## src/rtl/video_shifter.sv

```systemverilog
// Video shifter: serialises VRAM bytes into 2-bit pixels LSB-first, maps them through a
// 4-entry palette to 8-bit RGB. Optional macro VIDEO_SHIFTER_TESTPAT_EN adds a column-bar test pattern.
module video_shifter #(
  parameter logic [7:0] BLANK_LEVEL = 8'h00,
  parameter logic [7:0] HI_LEVEL    = 8'hFF,
  parameter logic [7:0] MID_LEVEL   = 8'hAA,
  parameter logic [7:0] DIM_LEVEL   = 8'h55
) (
  input  logic       clk_14m,
  input  logic       rst_n,
  input  logic [7:0] vram_data,
  input  logic       ld_stb,
  input  logic       pix_stb,
  input  logic       hblank_n,
  input  logic       vblank_n,
  input  logic       hsync_n,
  input  logic       vsync_n,
  input  logic       pal_we,
  input  logic [1:0] pal_addr,
  input  logic [3:0] pal_data,
  input  logic       flag_clr,
`ifdef VIDEO_SHIFTER_TESTPAT_EN
  input  logic       test_pat,
`endif
  output logic [7:0] r,
  output logic [7:0] g,
  output logic [7:0] b,
  output logic       ce_pix,
  output logic       hblank_o,
  output logic       vblank_o,
  output logic       hsync_o,
  output logic       vsync_o,
  output logic       underrun,
  output logic       overrun
);

  function automatic logic [7:0] chan_level(input logic c, input logic i);
    if (c) return i ? HI_LEVEL : MID_LEVEL;
    return i ? DIM_LEVEL : 8'h00;
  endfunction

  logic [7:0] hold;
  logic       hold_valid;
  logic [7:0] shift;
  logic [1:0] count;
  logic [3:0] pal [4];

  logic       xfer_p0;
  logic       under_p0;
  logic       blank_p0;
  logic [1:0] sh_idx_p0;
  logic [1:0] pix_idx_p0;
  logic [3:0] entry_p0;

  // ---- p0: pixel selection and palette lookup from current state ----
  assign xfer_p0  = pix_stb && (count == 2'd0) && hold_valid;
  assign under_p0 = pix_stb && (count == 2'd0) && !hold_valid;
  assign blank_p0 = !hblank_n || !vblank_n;

  always_comb begin
    sh_idx_p0 = 2'd0;
    if (count != 2'd0)  sh_idx_p0 = shift[3:2];
    else if (hold_valid) sh_idx_p0 = hold[1:0];
  end

`ifdef VIDEO_SHIFTER_TESTPAT_EN
  logic [6:0] col;

  always_ff @(posedge clk_14m) begin
    if (!rst_n)       col <= 7'd0;
    else if (pix_stb) col <= hblank_n ? col + 7'd1 : 7'd0;
  end

  assign pix_idx_p0 = test_pat ? col[4:3] : sh_idx_p0;
`else
  assign pix_idx_p0 = sh_idx_p0;
`endif

  // Palette read sees the pre-write value when a write coincides with pix_stb.
  assign entry_p0 = pal[pix_idx_p0];

  always_ff @(posedge clk_14m) begin
    if (!rst_n) begin
      hold       <= 8'd0;
      hold_valid <= 1'b0;
      shift      <= 8'd0;
      count      <= 2'd0;
      underrun   <= 1'b0;
      overrun    <= 1'b0;
      pal[0]     <= 4'b0000;
      pal[1]     <= 4'b1100;
      pal[2]     <= 4'b1010;
      pal[3]     <= 4'b1001;
    end else begin
      if (ld_stb)       hold_valid <= 1'b1;
      else if (xfer_p0) hold_valid <= 1'b0;
      if (ld_stb) hold <= vram_data;

      if (xfer_p0) begin
        shift <= hold;
        count <= 2'd3;
      end else if (pix_stb && count != 2'd0) begin
        shift <= shift >> 2;
        count <= count - 2'd1;
      end

      if (under_p0)      underrun <= 1'b1;
      else if (flag_clr) underrun <= 1'b0;
      if (ld_stb && hold_valid && !xfer_p0) overrun <= 1'b1;
      else if (flag_clr)                    overrun <= 1'b0;

      if (pal_we) pal[pal_addr] <= pal_data;
    end
  end

  // ---- p1: registered pixel colour and timing, updated only on pix_stb ----
  always_ff @(posedge clk_14m) begin
    if (!rst_n) begin
      r        <= BLANK_LEVEL;
      g        <= BLANK_LEVEL;
      b        <= BLANK_LEVEL;
      ce_pix   <= 1'b0;
      hblank_o <= 1'b1;
      vblank_o <= 1'b1;
      hsync_o  <= 1'b1;
      vsync_o  <= 1'b1;
    end else begin
      ce_pix <= pix_stb;
      if (pix_stb) begin
        if (blank_p0) begin
          r <= BLANK_LEVEL;
          g <= BLANK_LEVEL;
          b <= BLANK_LEVEL;
        end else begin
          r <= chan_level(entry_p0[2], entry_p0[3]);
          g <= chan_level(entry_p0[1], entry_p0[3]);
          b <= chan_level(entry_p0[0], entry_p0[3]);
        end
        hblank_o <= hblank_n;
        vblank_o <= vblank_n;
        hsync_o  <= hsync_n;
        vsync_o  <= vsync_n;
      end
    end
  end

endmodule

```

## config.mk

```make
export PLATFORM = sky130hd
export DESIGN_NAME = video_shifter
export DESIGN_NICKNAME = d
export VERILOG_FILES = /design/src/rtl/video_shifter.sv
export SDC_FILE = /design/constraint.sdc
export NUM_CORES = 1
export LEC_CHECK = 0
export CAP_MARGIN = 5
export CORE_UTILIZATION = 48
export DETAILED_ROUTE_END_ITERATION = 8
export GPL_ROUTABILITY_DRIVEN = 1
export HOLD_SLACK_MARGIN = 0.12
export PLACE_DENSITY_LB_ADDON = 0.08
export SLEW_MARGIN = 5
export SYNTH_ARGS = -nofsm -noshare
export SYNTH_HDL_FRONTEND = slang
export SYNTH_SLANG_ARGS = --single-unit
```

## constraint.sdc

```tcl
create_clock -name clk_14m -period 1.9 [get_ports clk_14m]
set_input_delay 0.475 -clock clk_14m [delete_from_list [all_inputs] [get_ports clk_14m]]
set_output_delay 0.475 -clock clk_14m [all_outputs]
set_load 0.01 [all_outputs]
```

==> results of run 1 <==
[repair_timing]
| item | in CTS | in global routing |
|---|---|---|
| hold buffers | 0 | 0 |
| endpoints found under the setup margin | 12 | 0 |
| resized for setup | 1 | 0 |
[synth_stat cells, types with 2 or more instances]
master	n
dfxtp_1	28
buf_4	21
mux2i_1	20
nand2_1	18
edfxtp_1	16
nor2b_1	13
o21ai_0	8
a21oi_1	6
inv_1	6
nor2_1	6
and2_1	4
clkbuf_1	4
nand2b_1	4
nand3b_1	4
or2_2	4
o221ai_1	3
a21boi_0	2
buf_2	2
ha_1	2
nand3_1	2
nand4_1	2
nor4_1	2
[routing by layer]
metal / track usage, % / vias up
li1: - / 731
met3: 5.31 / 2
met1: 24.6 / 681
met4: 6.38 / 0
met2: 30.2 / 49
met5: 0 / -
[kinds of logic (layout without fill, tap and decap cells)]
logic type	Yosys count	count (layout)	share of synthesized area, %
buf+inv	34	79	10.3
flops	44	44	51.5
compound gates	26	26	9.40
simple gates	65	65	17.7
mux	20	20	9.89
fa+ha+maj	2	2	1.24
[metrics by stage]
stage | instance area [sq um] | utilization [%] | setup TNS, ns
after floorplan | 2020 | - | 0
after global placement | 2520 | 62.5 | -0.0625
after detailed placement | 2520 | 62.5 | -0.188
after CTS | 2610 | 64.7 | 0
after global routing | 2610 | 64.7 | 0
final | 2610 | 64.7 | 0
[cell type report]
type / instances / share of cell area [%]
multi-input cells: 113 / 29.7
clock inverters: 3 / 0.720
clock buffers: 5 / 2.64
flip-flops and latches: 44 / 40.0
repair buffers: 64 / 23.6
inverters: 7 / 1.01
well taps: 50 / 2.40
[placed cells by master, fill, tap and decap left out, types with 2 or more instances in the layout]
cell type	synthesis	routed
clkdlybuf4s50_1	0	54
dfxtp_1	28	27
mux2i_1	20	20
nand2_1	18	18
edfxtp_1	16	16
nor2b_1	13	13
buf_4	21	10
o21ai_0	8	8
inv_1	6	6
nor2_1	6	6
a21oi_1	6	6
clkbuf_8	0	5
nand2b_1	4	4
or2_2	4	4
and2_1	4	4
nand3b_1	4	4
o221ai_1	3	3
nand3_1	2	2
nand4_1	2	2
a21boi_0	2	2
nor4_1	2	2
ha_1	2	2
clkinv_2	0	2
[power by group]
part | switching, mW | leakage [nW] | internal [mW]
Combinational | 0.159 | 0.548 | 0.178
Sequential | 0.0343 | 0.388 | 1.04
Clock | 0.311 | 0.0479 | 0.256
Total | 0.504 | 0.983 | 1.48
[flip-flops by register name, indices dropped and copies added, names as in the netlist]
signal	flops
r	2
hsync_o	1
hblank_o	1
overrun	1
vblank_o	1
underrun	1
b	1
g	1
ce_pix	1
pal	16
count	2
shift	6
vsync_o	1
hold_valid	1
hold	8
[path summary, 6_finish.rpt]
| path | depth (start not counted) | from | endpoint | slack [ns] |
|---|---|---|---|---|
| worst max-delay path | 1 | r[6] | g[2] | 0.12 |
| worst min-delay path | 2 | hsync_o | hsync_o | 0.49 |
| worst max register to register | 5 | count[0] | r[5] | 0.30 |
| worst min register to register | 2 | hsync_o | hsync_o | 0.49 |
==> metrics.log, run 1 <==
[metrics] result of the run: completed
[metrics] setup slack after layout: 0.120 ns
[metrics] Relative slew margins: 71.2%
[metrics] total clock buffers created by CTS: 5
[metrics] number of distinct library cell variants in the gate-level netlist after synthesis: 36
[metrics] worst slack at placement: -0.0466 ns
[metrics] achievable frequency: around 560 MHz
[metrics] Clock Pin Slew Worst Setup and Hold Paths: about 0.08 ns
[metrics] per-cell routed wire length: between 10 and 15 um
[metrics] share of layout cells above drive strength 1: about an eighth
[metrics] Worst Hold Margin: between 0.4 and 0.5 ns
[metrics] routability-driven placement congestion ratio: 0.878
[metrics] dominant synthesized flop cell: dfxtp_1
[metrics] proportion of netlist area held by the largest area contributor: between 20 and 30%
[metrics] pin count of the biggest net entering global routing: 25
[metrics] Worst-Skew Late Latency: ~0.3 ns
[metrics] number of enable-type register cells in the synthesized netlist: 16
[metrics] Layout Nets: between 200 and 300
[metrics] total placed cells including tap cells: about 280
[metrics] cell count after synthesis: between 150 and 200
[metrics] vias in the first global route: approximately 1400
[metrics] vias post-DR: between 1000 and 1500
[metrics] area of combinational cells with multiple inputs: 773 sq um
[metrics] power density relative to cell area: around 760 nW/um^2
[metrics] area inside the core boundary: between 4000 and 5000 sq um
[metrics] sum of buffers and inverters on the critical path: 1
[metrics] remaining routing DRC violations: 0
[metrics] area grow syn2layout: 28.9%
[metrics] Met1 Routed Length: 1820 um
[metrics] TritonCTS clock tree: done
[metrics] post-detailed-route count of antenna-violating nets: 0
[metrics] unrepaired setup endpoints after global routing: false
[metrics] Max VDD drop: around 0.00056 V
[metrics] detailed-routed wire length on met2: between 1500 and 2000 um
[metrics] width of the die: 66.9 um
[metrics] area of the mapped netlist: between 2000 and 2500 sq um
[metrics] initial core utilization: about half
[metrics] data required time at the worst endpoint: about 1.4 ns
[metrics] post-route clock period utilization: ~94%
[metrics] IO Port Bufs: between 50 and 60
[metrics] slew at the pin closest to its max-slew limit: 0.432 ns
[metrics] placement row count: 23
[metrics] final-report max-slew violation count: 0
[metrics] met3 routed wirelength: approximately 200 um
[metrics] detailed-placement wirelength estimate: approximately 2900 um
[metrics] clk root buf: clkbuf_8
[metrics] asr flop ratio synth: 0%
[metrics] routed via count divided by cell count: 5.12
[metrics] element type at the critical path end: output port
[metrics] initial antenna violation count: 0
[metrics] length of the first detailed-routing pass in iterations: 4
[metrics] aggregate global-route resource usage: 19.0%
[metrics] setup repair bufs after CTS: 0
[metrics] minimum clock period after layout: between 1.5 and 2 ns
[metrics] wire length of the first global-routing pass: roughly 6200 um
[metrics] number of endpoints with negative hold slack in the final report: 0
[metrics] max-cap check violation count: 0
[metrics] Longest Clk Path Bufs: 2
[metrics] number of inserted filler cells in the final layout: ~330
[metrics] top-level I/O count: 55
[metrics] leakage dissipation: a little under 1 nW
[metrics] chain of cells forming the critical path: clkdlybuf4s50_1
[metrics] number of flip-flops and latches in the synthesized netlist: 44
[metrics] clock sinks: between 40 and 50
[metrics] total congestion overflow after global routing: 0
[metrics] final setup violating endpoints: 0
[metrics] slowest CP cell: clkdlybuf4s50_1
[metrics] deepest level of the CTS H-tree: 2
[metrics] final std cells w/o fill: about 290
[metrics] nets in the synthesized netlist: about 220
[metrics] Final Skew: about 0.014 ns
[metrics] data arrival time at the worst-slack endpoint: 1.31 ns
[metrics] total power of the final layout: 1.98 mW
[metrics] top cells by area in the synthesized netlist: dfxtp_1 28%, edfxtp_1 24%, mux2i_1 9.9%, buf_4 7.8%, nor2b_1 4.0%
[metrics] Yosys warnings: 0
[metrics] Diodes inserted: 0
[metrics] number of DRC markers in iteration 0: 49
[metrics] Top Metal Used: met4
[metrics] Total Routed Length: about 3800 um
[metrics] delay-heaviest family, CP: buffers and inverters
[metrics] delay of the slowest critical-path stage: 0.58 ns
[metrics] Die ar.: about 4500 sq um
[metrics] biggest area consumer among synthesized cells: dfxtp_1
[metrics] Post-Syn Area per Cell: ~11 sq um
[metrics] die extent in y: between 60 and 70 um
[metrics] sequential cell area: roughly 1000 sq um
[metrics] type of the worst setup path: flop to output port
[metrics] maximum net fanout on the critical path: 13
[metrics] sort of element at the start of the critical path: flop
[metrics] sequential-to-total area share from yosys stat: around half
[metrics] Tightest Hold Check Type: flop to flop
Note: power is estimated with default switching activity, not from simulation.
==> inputs of run 2 (changes only) <==
--- a/config.mk
+++ b/config.mk
@@ -7,6 +7,7 @@
 export LEC_CHECK = 0
 export CAP_MARGIN = 5
 export CORE_UTILIZATION = 48
+export CTS_CLUSTER_SIZE = 20
 export DETAILED_ROUTE_END_ITERATION = 8
 export GPL_ROUTABILITY_DRIVEN = 1
 export HOLD_SLACK_MARGIN = 0.12
==> results of run 2 <==
Final layout, timing and power as in run 1 (identical DEF).
==> inputs of run 3 (changes only) <==
--- a/config.mk
+++ b/config.mk
@@ -6,7 +6,7 @@
 export NUM_CORES = 1
 export LEC_CHECK = 0
 export CAP_MARGIN = 5
-export CORE_UTILIZATION = 48
+export CORE_UTILIZATION = 45
 export CTS_CLUSTER_SIZE = 20
 export DETAILED_ROUTE_END_ITERATION = 8
 export GPL_ROUTABILITY_DRIVEN = 1
==> run 3 against run 2 <==
Sequential share of layout area grew 0.096 points. Flip-flop and latch count stayed put. Die area increased by 6.5%. Critical endpoint is now g[6]. Via count increased by 2.3%. Global-route usage fell by 1.6 points. Maximum frequency is 0.37% higher. Total power rose by 1.7%. Combinational power decreased by 1%. First-iteration DRC count rose by 55%. Utilization shrank 4.6 points.
==> metrics.log, run 3 (synthesized netlist as in run 1, its figures left out) <==
[metrics] area grow syn2layout: 28.6%
[metrics] Setup TNS Final: 0 ns
[metrics] IO Port Bufs: 54
[metrics] vias post-DR: approximately 1500
[metrics] Tightest Hold Check Type: flop to flop
[metrics] leakage dissipation: 0.978 nW
[metrics] Layout Nets: 259
[metrics] power density relative to cell area: 775 nW/um^2
[metrics] worst slack at placement: -0.0236 ns
[metrics] routability-driven placement congestion ratio: between 0.8 and 0.9
[metrics] type of the worst setup path: flop to output port
[metrics] slew at the pin closest to its max-slew limit: between 0.4 and 0.5 ns
[metrics] Final Skew: ~0.0083 ns
[metrics] unrepaired setup endpoints after global routing: false
[metrics] r2r startpoint: count[0]
[metrics] top flop regs: pal x16, hold x8, shift x6
[metrics] achievable frequency: between 500 and 600 MHz
[metrics] Diodes inserted: 0
[metrics] number of DRC markers in iteration 0: between 70 and 80
[metrics] width of the die: roughly 69 um
[metrics] leading cell type in the layout, fill and taps excluded: clkdlybuf4s50_1
[metrics] setup slack after layout: 0.126 ns
[metrics] slowest CP cell: clkdlybuf4s50_1
[metrics] clk root buf: clkbuf_8
[metrics] die extent in y: approximately 70 um
[metrics] aggregate global-route resource usage: 17.4%
[metrics] most used cells in the layout excluding fill and tap cells: 54 x clkdlybuf4s50_1, 27 x dfxtp_1, 20 x mux2i_1
[metrics] worst setup path startpoint: r[6]
[metrics] max reg flops: 16
[metrics] Max VDD drop: 0.000436 V
[metrics] Clock Pin Slew Worst Setup and Hold Paths: 0.08 ns
[metrics] Total Routed Length: slightly below 4000 um
[metrics] data required time at the worst endpoint: ~1.4 ns
[metrics] maximum net fanout on the critical path: 13
[metrics] Crit. path cell count: 1
[metrics] post-detailed-route count of antenna-violating nets: 0
[metrics] final-report max-slew violation count: 0
[metrics] data arrival time at the worst-slack endpoint: 1.30 ns
[metrics] hold path startpoint: shift[6]
[metrics] delay-heaviest family, CP: buffers and inverters
[metrics] result of the run: completed
[metrics] register containing the most flip-flops in the final layout: pal
[metrics] final setup violating endpoints: 0
[metrics] delay of the slowest critical-path stage: between 0.5 and 0.6 ns
[metrics] detailed-placement wirelength estimate: a little under 3000 um
[metrics] top-level I/O count: 55
[metrics] chain of cells forming the critical path: clkdlybuf4s50_1
[metrics] sort of element at the start of the critical path: flop
[metrics] Worst-Skew Late Latency: a little under 0.3 ns
[metrics] per-cell routed wire length: between 10 and 15 um
[metrics] number of cells on the worst hold path: 2
[metrics] minimum clock period after layout: around 1.8 ns
[metrics] length of the first detailed-routing pass in iterations: 4
[metrics] placement row count: 24
[metrics] vias in the first global route: between 1000 and 1500
[metrics] total placed cells including tap cells: around 280
[metrics] setup repair bufs after CTS: 0
[metrics] routed via count divided by cell count: between 5 and 6
[metrics] initial core utilization: 46.8%
[metrics] deepest level of the CTS H-tree: 2
[metrics] TritonCTS clock tree: done
[metrics] max-cap check violation count: 0
[metrics] clock sinks: 44
[metrics] count of cells along the worst register-to-register path: 5
[metrics] pin count of the biggest net entering global routing: 25
[metrics] total clock buffers created by CTS: 5
[metrics] post-route clock period utilization: about 93%
[metrics] total congestion overflow after global routing: 0
[metrics] initial antenna violation count: 0
[metrics] Die ar.: about 4800 sq um
[metrics] share of layout cells above drive strength 1: between 10% and 20%
[metrics] sum of buffers and inverters on the critical path: 1
[metrics] element type at the critical path end: output port
[metrics] Relative slew margins: roughly 70%
[metrics] wire length of the first global-routing pass: about 6700 um
[metrics] number of inserted filler cells in the final layout: approximately 370
[metrics] final std cells w/o fill: 286
[metrics] number of endpoints with negative hold slack in the final report: 0
[metrics] area inside the core boundary: between 4000 and 5000 sq um
[metrics] remaining routing DRC violations: 0
[metrics] Longest Clk Path Bufs: 2
run 3: cell type report:
class / instances / area, sq um / share of cell area, %
clock buffer: 7 / 87.6 / 3.37
sequential: 44 / 1040 / 40.1
multi-input combinational: 113 / 773 / 29.7
clock inverter: 1 / 6.26 / 0.241
timing repair buffer: 62 / 601 / 23.1
tap: 52 / 65.1 / 2.50
inverter: 7 / 26.3 / 1.01
run 3: final timing paths:
check,slack [ns],end
max,0.13,g[6]
min reg2reg,0.49,shift[6]
max reg2reg,0.31,b[5]
min,0.49,shift[6]
run 3: where the power goes:
part           internal [mW]  switching [mW]  leakage, nW
clock                  0.301           0.303       0.0518
sequential              1.04          0.0356        0.388
combinational          0.175           0.158        0.538
run 3: through the flow:
stage	power, mW	hold WS (ns)	utilization, %	area (sq um)
after floorplan	1.29	0.452	-	2020
after global placement	1.42	0.457	58.0	2510
after detailed placement	1.43	0.472	58.0	2510
after CTS	2.03	0.489	60.2	2600
after global routing	2.12	0.520	60.2	2600
final	2.01	0.492	60.2	2600
run 3: repair_timing:
action / in CTS / in global routing
setup endpoints to repair: 12 / 0
hold buffers: 0 / 0
gates resized for setup: 1 / 0
run 3: layer usage:
| layer | global-route usage (%) | wire length, um | up-vias |
|---|---|---|---|
| met3 | 4.97 | 259 | 6 |
| li1 | - | - | 726 |
| met1 | 22.7 | 1800 | 691 |
| met5 | 0 | 0 | - |
| met2 | 27.9 | 1790 | 73 |
| met4 | 5.44 | 44 | 0 |
